[config.mk]
export PLATFORM = sky130hd
export DESIGN_NAME = demux_bus_dispatch
export DESIGN_NICKNAME = d
export VERILOG_FILES = /design/src/rtl/demux_bus_dispatch.sv
export SDC_FILE = /design/constraint.sdc
export NUM_CORES = 1
export LEC_CHECK = 0
export ABC_AREA = 1
export CAP_MARGIN = 20
export CORE_UTILIZATION = 49
export CTS_CLUSTER_SIZE = 25
export DETAILED_ROUTE_END_ITERATION = 12
export PLACE_DENSITY = 0.71
export SYNTH_ARGS = -nofsm -noshare
export SYNTH_HDL_FRONTEND = slang
export SYNTH_SLANG_ARGS = --single-unit
[constraint.sdc]
create_clock -name ap_clk -period 3.4 [get_ports ap_clk]
set_clock_uncertainty 0.1 [all_clocks]
set_input_delay 0.34 -clock ap_clk [delete_from_list [all_inputs] [get_ports ap_clk]]
set_output_delay 0.34 -clock ap_clk [all_outputs]
set_load 0.005 [all_outputs]
[src/rtl/demux_bus_dispatch.sv]
// Credit-gated, in-order dispatch stage feeding demux_bus: buffers (dest, data) beats
// and issues the FIFO head only when its destination lane still holds a credit.
module demux_bus_dispatch #(
    parameter int DATA_WIDTH   = 32,
    parameter int BUS_WIDTH    = 8,
    parameter int SEL_WIDTH    = $clog2(BUS_WIDTH),
    parameter int FIFO_DEPTH   = 4,
    parameter int LANE_CREDITS = 4,
    parameter int CREDIT_WIDTH = $clog2(LANE_CREDITS + 1)
) (
    input  logic                             ap_clk,
    input  logic                             areset,
    input  logic                             in_valid,
    output logic                             in_ready,
    input  logic [DATA_WIDTH-1:0]            in_data,
    input  logic [SEL_WIDTH-1:0]             in_dest,
    input  logic [BUS_WIDTH-1:0]             credit_return,
    output logic [SEL_WIDTH-1:0]             sel_out,
    output logic [DATA_WIDTH-1:0]            data_out,
    output logic [BUS_WIDTH-1:0]             data_out_valid,
    output logic [$clog2(FIFO_DEPTH+1)-1:0]  fifo_count,
    output logic                             dest_error,
    output logic                             credit_overflow
);

    localparam int PTR_W = $clog2(FIFO_DEPTH);
    localparam int CNT_W = $clog2(FIFO_DEPTH + 1);
    localparam logic [CREDIT_WIDTH-1:0] CREDIT_MAX = CREDIT_WIDTH'(LANE_CREDITS);
    localparam logic [CNT_W-1:0]        CNT_FULL   = CNT_W'(FIFO_DEPTH);

    // Saturating credit update: issue and return on the same lane cancel out.
    function automatic logic [CREDIT_WIDTH-1:0] credit_next(
        input logic [CREDIT_WIDTH-1:0] cur,
        input logic                    iss,
        input logic                    ret
    );
        if (iss && !ret)
            return cur - 1'b1;
        if (ret && !iss && (cur != CREDIT_MAX))
            return cur + 1'b1;
        return cur;
    endfunction

    logic [SEL_WIDTH-1:0]    mem_dest [FIFO_DEPTH];
    logic [DATA_WIDTH-1:0]   mem_data [FIFO_DEPTH];
    logic [PTR_W-1:0]        wr_ptr;
    logic [PTR_W-1:0]        rd_ptr;
    logic [CNT_W-1:0]        count_p0;
    logic [CREDIT_WIDTH-1:0] credit [BUS_WIDTH];

    logic                    push;
    logic                    dest_ok;
    logic                    wr_en;
    logic                    nonempty;
    logic                    pop;
    logic [SEL_WIDTH-1:0]    head_dest;
    logic [DATA_WIDTH-1:0]   head_data;
    logic [BUS_WIDTH-1:0]    lane_hit;
    logic [BUS_WIDTH-1:0]    issue_vec;
    logic [BUS_WIDTH-1:0]    ovf_vec;

    logic [SEL_WIDTH-1:0]    sel_p1;
    logic [DATA_WIDTH-1:0]   data_p1;
    logic [BUS_WIDTH-1:0]    vld_p1;
    logic                    dest_err_q;
    logic                    ovf_q;

    // Ready depends only on registered occupancy (and reset), never on this cycle's pop.
    assign in_ready = ~areset & (count_p0 < CNT_FULL);
    assign push     = in_valid & in_ready;
    assign wr_en    = push & dest_ok;

    generate
        if (BUS_WIDTH == (1 << SEL_WIDTH)) begin : g_dest_full
            assign dest_ok = 1'b1;
        end else begin : g_dest_chk
            assign dest_ok = ({1'b0, in_dest} < (SEL_WIDTH + 1)'(BUS_WIDTH));
        end
    endgenerate

    // ---- stage p0: FIFO head and issue decision ----
    assign head_dest = mem_dest[rd_ptr];
    assign head_data = mem_data[rd_ptr];
    assign nonempty  = (count_p0 != '0);

    for (genvar i = 0; i < BUS_WIDTH; i++) begin : g_lane
        assign lane_hit[i]  = (head_dest == SEL_WIDTH'(i)) && (credit[i] != '0);
        assign issue_vec[i] = nonempty & lane_hit[i];
        assign ovf_vec[i]   = credit_return[i] & ~issue_vec[i] & (credit[i] == CREDIT_MAX);
    end

    assign pop = |issue_vec;

    always_ff @(posedge ap_clk) begin
        if (wr_en) begin
            mem_dest[wr_ptr] <= in_dest;
            mem_data[wr_ptr] <= in_data;
        end
    end

    always_ff @(posedge ap_clk) begin
        if (areset) begin
            wr_ptr     <= '0;
            rd_ptr     <= '0;
            count_p0   <= '0;
            dest_err_q <= 1'b0;
            ovf_q      <= 1'b0;
        end else begin
            if (wr_en)
                wr_ptr <= wr_ptr + 1'b1;
            if (pop)
                rd_ptr <= rd_ptr + 1'b1;
            count_p0 <= count_p0 + CNT_W'(wr_en) - CNT_W'(pop);
            if (push && !dest_ok)
                dest_err_q <= 1'b1;
            if (|ovf_vec)
                ovf_q <= 1'b1;
        end
    end

    always_ff @(posedge ap_clk) begin
        for (int l = 0; l < BUS_WIDTH; l++) begin
            if (areset)
                credit[l] <= CREDIT_MAX;
            else
                credit[l] <= credit_next(credit[l], issue_vec[l], credit_return[l]);
        end
    end

    // ---- stage p1: registered issue towards the demux ----
    always_ff @(posedge ap_clk) begin
        if (areset) begin
            vld_p1  <= '0;
            sel_p1  <= '0;
            data_p1 <= '0;
        end else begin
            vld_p1 <= issue_vec;
            if (pop) begin
                sel_p1  <= head_dest;
                data_p1 <= head_data;
            end
        end
    end

    assign sel_out         = sel_p1;
    assign data_out        = data_p1;
    assign data_out_valid  = vld_p1;
    assign fifo_count      = count_p0;
    assign dest_error      = dest_err_q;
    assign credit_overflow = ovf_q;

endmodule

==> impl_metrics.env, run 1 <==
export IMPL_status="finished, final reports clean"
export IMPL_yosysSeqAreaShare=0.6404
export IMPL_die_h_um=137.3
export IMPL_grt_pass1_wl_mm=29.03
export IMPL_via_per_inst=5.239
export IMPL_clkTransAtPathRegs_ns=0.06
export IMPL_first_global_vias=5954
export IMPL_crit_required_ns=3.70
export IMPL_dieArea_um2=18850
export IMPL_regArea_um2=5748
export IMPL_critical_path_peak_fanout=9
export IMPL_maxSlewViolCount=0
export IMPL_synth_ff_type="edfxtp_1"
export IMPL_htree_levels=1
export IMPL_n_antenna_cell=0
export IMPL_max_slew_margin_rel=0.4728
export IMPL_synth_edf_count=140
export IMPL_crit_arrival_ns=3.19
export IMPL_finalWirelength_mm=18.26
export IMPL_dpl_hpwl_mm=11.67
export IMPL_start_kind="register"
export IMPL_final_hold_violation_count=0
export IMPL_antenna_found_initial=0
export IMPL_max_freq_mhz=345.8
export IMPL_final_setup_worst_slack_ns=0.5085
export IMPL_synthArstFlopShare=0
export IMPL_initial_core_util=0.4994
export IMPL_power_static_leakage_uw=0.004209
export IMPL_endpoint_kind="register"
export IMPL_clock_latency_ns=0.51
export IMPL_ys_ff_latch=217
export IMPL_drive_above_1_share=0.09259
export IMPL_dp_worst_setup_slack_ns=0.5055
export IMPL_synthCells=859
export IMPL_wl_per_cell_um=15.20
export IMPL_hold_buffers=0
export IMPL_remaining_drc_errors=0
export IMPL_overflow=0
export IMPL_crit_type="register to register"
export IMPL_route_vias_total=6292
export IMPL_root_buffer="clkbuf_16"
export IMPL_worst_slew_pin_slew_ns=0.7908
export IMPL_cts_sinks=217
export IMPL_multiInputGateArea_um2=2769
export IMPL_fill_cells=1469
export IMPL_ys_warn_count=0
export IMPL_synth_cell_types=35
export IMPL_avgSynthCellArea_um2=10.44
export IMPL_tns_ns=0
export IMPL_cts_tree="done"
export IMPL_postCtsResizedCells=0
export IMPL_fin_nets=1016
export IMPL_fin_crit_sh=0.8505
export IMPL_finalSetupViolations=0
export IMPL_place_gp_congestion=0.8208
export IMPL_die_x_um=137.3
export IMPL_area_delta_synth_final_pct=21.85
export IMPL_ant_nets=0
export IMPL_clock_path_buffers=3
export IMPL_hp_class="input port to register"
export IMPL_power_density_nw_per_um2=905.0
export IMPL_rsz0062_at_grt="false"
export IMPL_drtIter0Drc=398
export IMPL_ir_drop_v=0.0008491
export IMPL_port_buffer_count=93
export IMPL_cap_violations=0
export IMPL_grt_use_total=0.1986
export IMPL_synthesis_area_um2=8971
export IMPL_first_pass_iters=6
export IMPL_hold_path_startpoint="in_data[19]"
export IMPL_cts_buffers=23
export IMPL_synthesis_nets=920
export IMPL_cts_setup_buffers=0
export IMPL_rows=49
export IMPL_fin_crit_ns=2.892
export IMPL_boundaryPins=95
export IMPL_core_area_um2=17960
export IMPL_grt_max_degree=67
[Yosys cell counts (all sizes together) (2+ instances only)]
library cell    n  area share
inv            72       0.032
o21ai          80       0.045
nor3            9      0.0050
nand3b          6      0.0050
clkbuf         26       0.011
a21oi          16      0.0089
xor2            2      0.0020
buf            11       0.012
fa              9       0.020
dfxtp          77        0.17
nand3          42       0.025
edfxtp        140        0.47
o211ai          7      0.0059
o32ai          32       0.031
ha              6      0.0084
nand2         104       0.052
nand4           2      0.0014
nor3b           3      0.0025
nor2          213       0.093
[power by group]
group | total, uW | internal (uW) | switching (uW) | leakage [uW]
clock | 2480 | 1490 | 993 | 0.000375
sequential | 3520 | 3230 | 285 | 0.00190
combinational | 3890 | 1430 | 2460 | 0.00193
total | 9890 | 6160 | 3740 | 0.00421
[registers in the layout, indices dropped and copies added, names as in the netlist, named ones only]
register,cells
mem_dest,12
wr_ptr,2
credit,24
sel_out,3
fifo_count,3
credit_overflow,1
data_out_valid,8
data_out,32
mem_data,128
rd_ptr,2
[path summary, 6_finish.rpt]
| kind | endpoint | slack [ns] | cells after the start |
|---|---|---|---|
| worst min-delay path | mem_data[2][19]$_DFFE_PP_ | 0.35 | 1 |
| worst max-delay path | fifo_count[2]$_SDFF_PP0_ | 0.51 | 17 |
| worst min register to register | credit[1][8]$_SDFFE_PP1P_ | 0.35 | 2 |
| worst max register to register | fifo_count[2]$_SDFF_PP0_ | 0.51 | 17 |
[stage by stage]
step                      hold slack [ns]  utilization  power (uW)  instance area [um^2]  cells
after CTS                          0.3365       0.6086        9986                 10930   1201
after global routing               0.3506       0.6086       10600                 10930   1201
after floorplan                    0.3289            -        6472                  8971    859
after global placement             0.3372       0.5660        7389                 10170   1159
final                              0.3525       0.6086        9893                 10930   1201
after detailed placement           0.3423       0.5660        7476                 10170   1159
[layer usage]
layer,vias to the layer above,GRT usage,share of wire
met5,-,0,0
met4,0,0.05739,0.024
met3,33,0.03716,0.056
met2,152,0.3482,0.49
met1,2994,0.2495,0.43
li1,3113,-,-
[cells by family (layout without fill, tap and decap cells)]
group / Yosys count / after routing / share of synthesized area
AND/OR/NAND/NOR: 380 / 380 / 0.1838
flip-flops: 217 / 217 / 0.6404
AO/OA/AOI/OAI: 135 / 135 / 0.09066
buffers and inverters: 109 / 222 / 0.05425
adder cells (fa/ha/maj): 15 / 15 / 0.02845
XOR/XNOR: 2 / 2 / 0.001953
other: 1 / 1 / 0.0004180
[cells in the final DEF (no fill, tap or decap), types with 5 or more instances in the layout]
master | synthesis | layout
o21ai_0 | 72 | 72
nor3_1 | 9 | 9
inv_1 | 68 | 67
nor2_4 | 1 | 5
dfxtp_1 | 77 | 75
fa_1 | 9 | 9
o32ai_1 | 32 | 32
nand3_1 | 40 | 40
ha_1 | 6 | 6
nor2_1 | 207 | 203
buf_4 | 1 | 12
o21ai_1 | 8 | 8
a21oi_1 | 16 | 16
nand2_1 | 84 | 84
o211ai_1 | 7 | 7
clkdlybuf4s50_1 | 0 | 93
clkbuf_16 | 0 | 23
nand2_2 | 17 | 17
nand3b_1 | 6 | 6
edfxtp_1 | 140 | 140
[area by class of cell]
class,instances,share of cell area
sequential,217,0.5258
tap,229,0.02621
clock inverter,11,0.01087
timing repair buffer,108,0.09889
multi-input combinational,533,0.2533
inverter,72,0.02587
clock buffer,31,0.05906
[worst max-delay path, cell delays in order (launching register included)]
cell     delay, ns
dfxtp_1       0.54
inv_6         0.09
nand2_2       0.07
nand3_1       0.07
nand2_1       0.14
nor2_1        0.10
nand2_4       0.10
nand2_1       0.08
nor2_4        0.17
nand2_8       0.06
ha_1          0.26
inv_1         0.05
ha_1          0.13
inv_1         0.05
fa_1          0.37
xor2_1        0.17
o21ai_0       0.16
a21oi_1       0.06
(Power assumes the default switching activity.)
==> inputs of run 2 (changes only) <==
Settings changed: CORE_UTILIZATION 49 to 25, PLACE_DENSITY 0.71 to not set.
==> impl_metrics.env, run 2 (synthesized netlist as in run 1, its figures left out) <==
export IMPL_status="finished, final reports clean"
export IMPL_cpLargestDelayFamily="simple AND/OR/NAND/NOR gates"
export IMPL_final_hold_violation_count=0
export IMPL_hp_class="input port to register"
export IMPL_clock_path_buffers=3
export IMPL_start_kind="register"
export IMPL_finalSetupViolations=0
export IMPL_endpoint_kind="register"
export IMPL_port_buffer_count=93
export IMPL_ir_drop_v=0.0007195
export IMPL_postCtsResizedCells=0
export IMPL_die_h_um=191.4
export IMPL_dieArea_um2=36650
export IMPL_placed_cells=1389
export IMPL_wl_met1_mm=9.346
export IMPL_drtIter0Drc=282
export IMPL_power_static_leakage_uw=0.004203
export IMPL_hold_path_startpoint="in_data[25]"
export IMPL_boundaryPins=95
export IMPL_fin_crit_sh=0.8532
export IMPL_first_pass_iters=5
export IMPL_finalWirelength_mm=20.67
export IMPL_place_gp_congestion=0.8101
export IMPL_fin_nets=1015
export IMPL_largest_reg_flops=128
export IMPL_via_per_inst=4.363
export IMPL_max_freq_mhz=344.7
export IMPL_maxSlewViolCount=0
export IMPL_die_x_um=191.4
export IMPL_cap_violations=0
export IMPL_clkTransAtPathRegs_ns=0.06
export IMPL_drive_above_1_share=0.09465
export IMPL_cts_buffers=24
export IMPL_power_density_nw_per_um2=894.9
export IMPL_initial_core_util=0.2534
export IMPL_cp_slowest_cell="dfxtp_1"
export IMPL_cts_sinks=217
export IMPL_grt_pass1_wl_mm=32.49
export IMPL_grt_use_total=0.1133
export IMPL_n_antenna_cell=0
export IMPL_layout_common_cells="nor2_1, edfxtp_1, clkdlybuf4s50_1, nand2_1, dfxtp_1"
export IMPL_regArea_um2=5748
export IMPL_top_register="mem_data"
export IMPL_tns_ns=0
export IMPL_crit_required_ns=3.70
export IMPL_dpl_hpwl_mm=12.88
export IMPL_htree_levels=1
export IMPL_wl_per_cell_um=14.42
export IMPL_stdcell_area_um2=11210
export IMPL_crit_arrival_ns=3.20
export IMPL_wl_met3_um=878
export IMPL_rsz0062_at_grt="false"
export IMPL_max_slew_margin_rel=0.5232
export IMPL_grt_max_degree=67
export IMPL_cts_setup_buffers=0
export IMPL_cpPeakStageDelay_ns=0.54
export IMPL_antenna_found_initial=1
export IMPL_ant_nets=0
export IMPL_wl_met2_mm=10.00
export IMPL_critical_path_cell_count=17
export IMPL_area_delta_synth_final_pct=24.99
export IMPL_hold_buffers=0
export IMPL_final_common_cell="nor2_1"
export IMPL_root_buffer="clkbuf_16"
export IMPL_clock_latency_ns=0.53
export IMPL_path_cells="inv_6, nand2_2, nand3_1, nand2_1, nor2_1, nand2_4, nand2_1, nor2_4, nand2_8, ha_1, inv_1, ha_1, inv_1, fa_1, xor2_1, o21ai_0, a21oi_1"
export IMPL_placed_cell_area_um2=10410
export IMPL_route_vias_total=6252
export IMPL_hold_end="mem_data[0][25]$_DFFE_PP_"
export IMPL_overflow=0
export IMPL_critical_path_peak_fanout=9
export IMPL_crit_type="register to register"
export IMPL_fin_crit_ns=2.901
export IMPL_first_global_vias=6061
export IMPL_whs_path_depth=1
export IMPL_cts_tree="done"
export IMPL_multiInputGateArea_um2=2769
export IMPL_fin_util=0.3168
export IMPL_top_layer_used="met4"
export IMPL_reg2reg_slack_ns=0.50
export IMPL_fill_cells=3596
export IMPL_rows=69
export IMPL_reg2reg_to="fifo_count[2]$_SDFF_PP0_"
export IMPL_final_cell_count_no_fill=1433
export IMPL_worst_slew_pin_slew_ns=0.7153
export IMPL_r2r_cells=17
export IMPL_core_area_um2=35400
export IMPL_critPathBufInv=3
export IMPL_remaining_drc_errors=0
run 2: worst register-to-register path: stages (launching register included):
cell and delay (ns):
dfxtp_1 0.54, inv_6 0.09, nand2_2 0.08, nand3_1 0.06
nand2_1 0.15, nor2_1 0.10, nand2_4 0.09, nand2_1 0.08
nor2_4 0.17, nand2_8 0.06, ha_1 0.27, inv_1 0.06
ha_1 0.13, inv_1 0.05, fa_1 0.38, xor2_1 0.17
o21ai_0 0.15, a21oi_1 0.06
run 2: cell type report:
cell class	count	share of cell area
flip-flops and latches	217	0.5126
multi-input cells	533	0.2469
clock buffers	32	0.05981
repair buffers	106	0.09172
well taps	461	0.05144
inverters	72	0.02522
clock inverters	12	0.01227
run 2: routing by layer:
layer  vias up  global-route usage
li1       3122                   -
met1      2972              0.1442
met2       129              0.1962
met3        29             0.02130
met4         0             0.02839
met5         -                   0
run 2: where the power goes:
| part | internal, uW | switching, uW | leakage, uW |
|---|---|---|---|
| Clock | 1550 | 1030 | 0.000392 |
| Sequential | 3240 | 273 | 0.00190 |
| Combinational | 1430 | 2520 | 0.00191 |
| Total | 6210 | 3820 | 0.00420 |
run 2: metrics by stage:
stage	power (uW)	setup WS [ns]	hold slack, ns
3_5_place_dp	7620	0.5153	0.3473
5_1_grt	10840	0.1603	0.3339
3_3_place_gp	7535	0.6084	0.3402
4_1_cts	10240	0.4962	0.3100
6_report	10030	0.4990	0.3457
2_1_floorplan	6472	0.5052	0.3289
run 2: how the worst max path moves through the flow:
stage | from | end | slack, ns
finish | register | fifo_count[2]$_SDFF_PP0_ | 0.50
global route | register | fifo_count[2]$_SDFF_PP0_ | 0.16
CTS | register | fifo_count[2]$_SDFF_PP0_ | 0.50
detailed placement | register | fifo_count[2]$_SDFF_PP0_ | 0.52
global placement | register | fifo_count[2]$_SDFF_PP0_ | 0.61
floorplan | areset | mem_data[0][0]$_DFFE_PP_ | 0.51
==> inputs of run 3 (changes only) <==
Settings changed: SKIP_CTS_REPAIR_TIMING set to 1, TNS_END_PERCENT set to 50.
==> results of run 3 <==
Same layout as run 2: the final DEF is identical, and so are final timing and power.
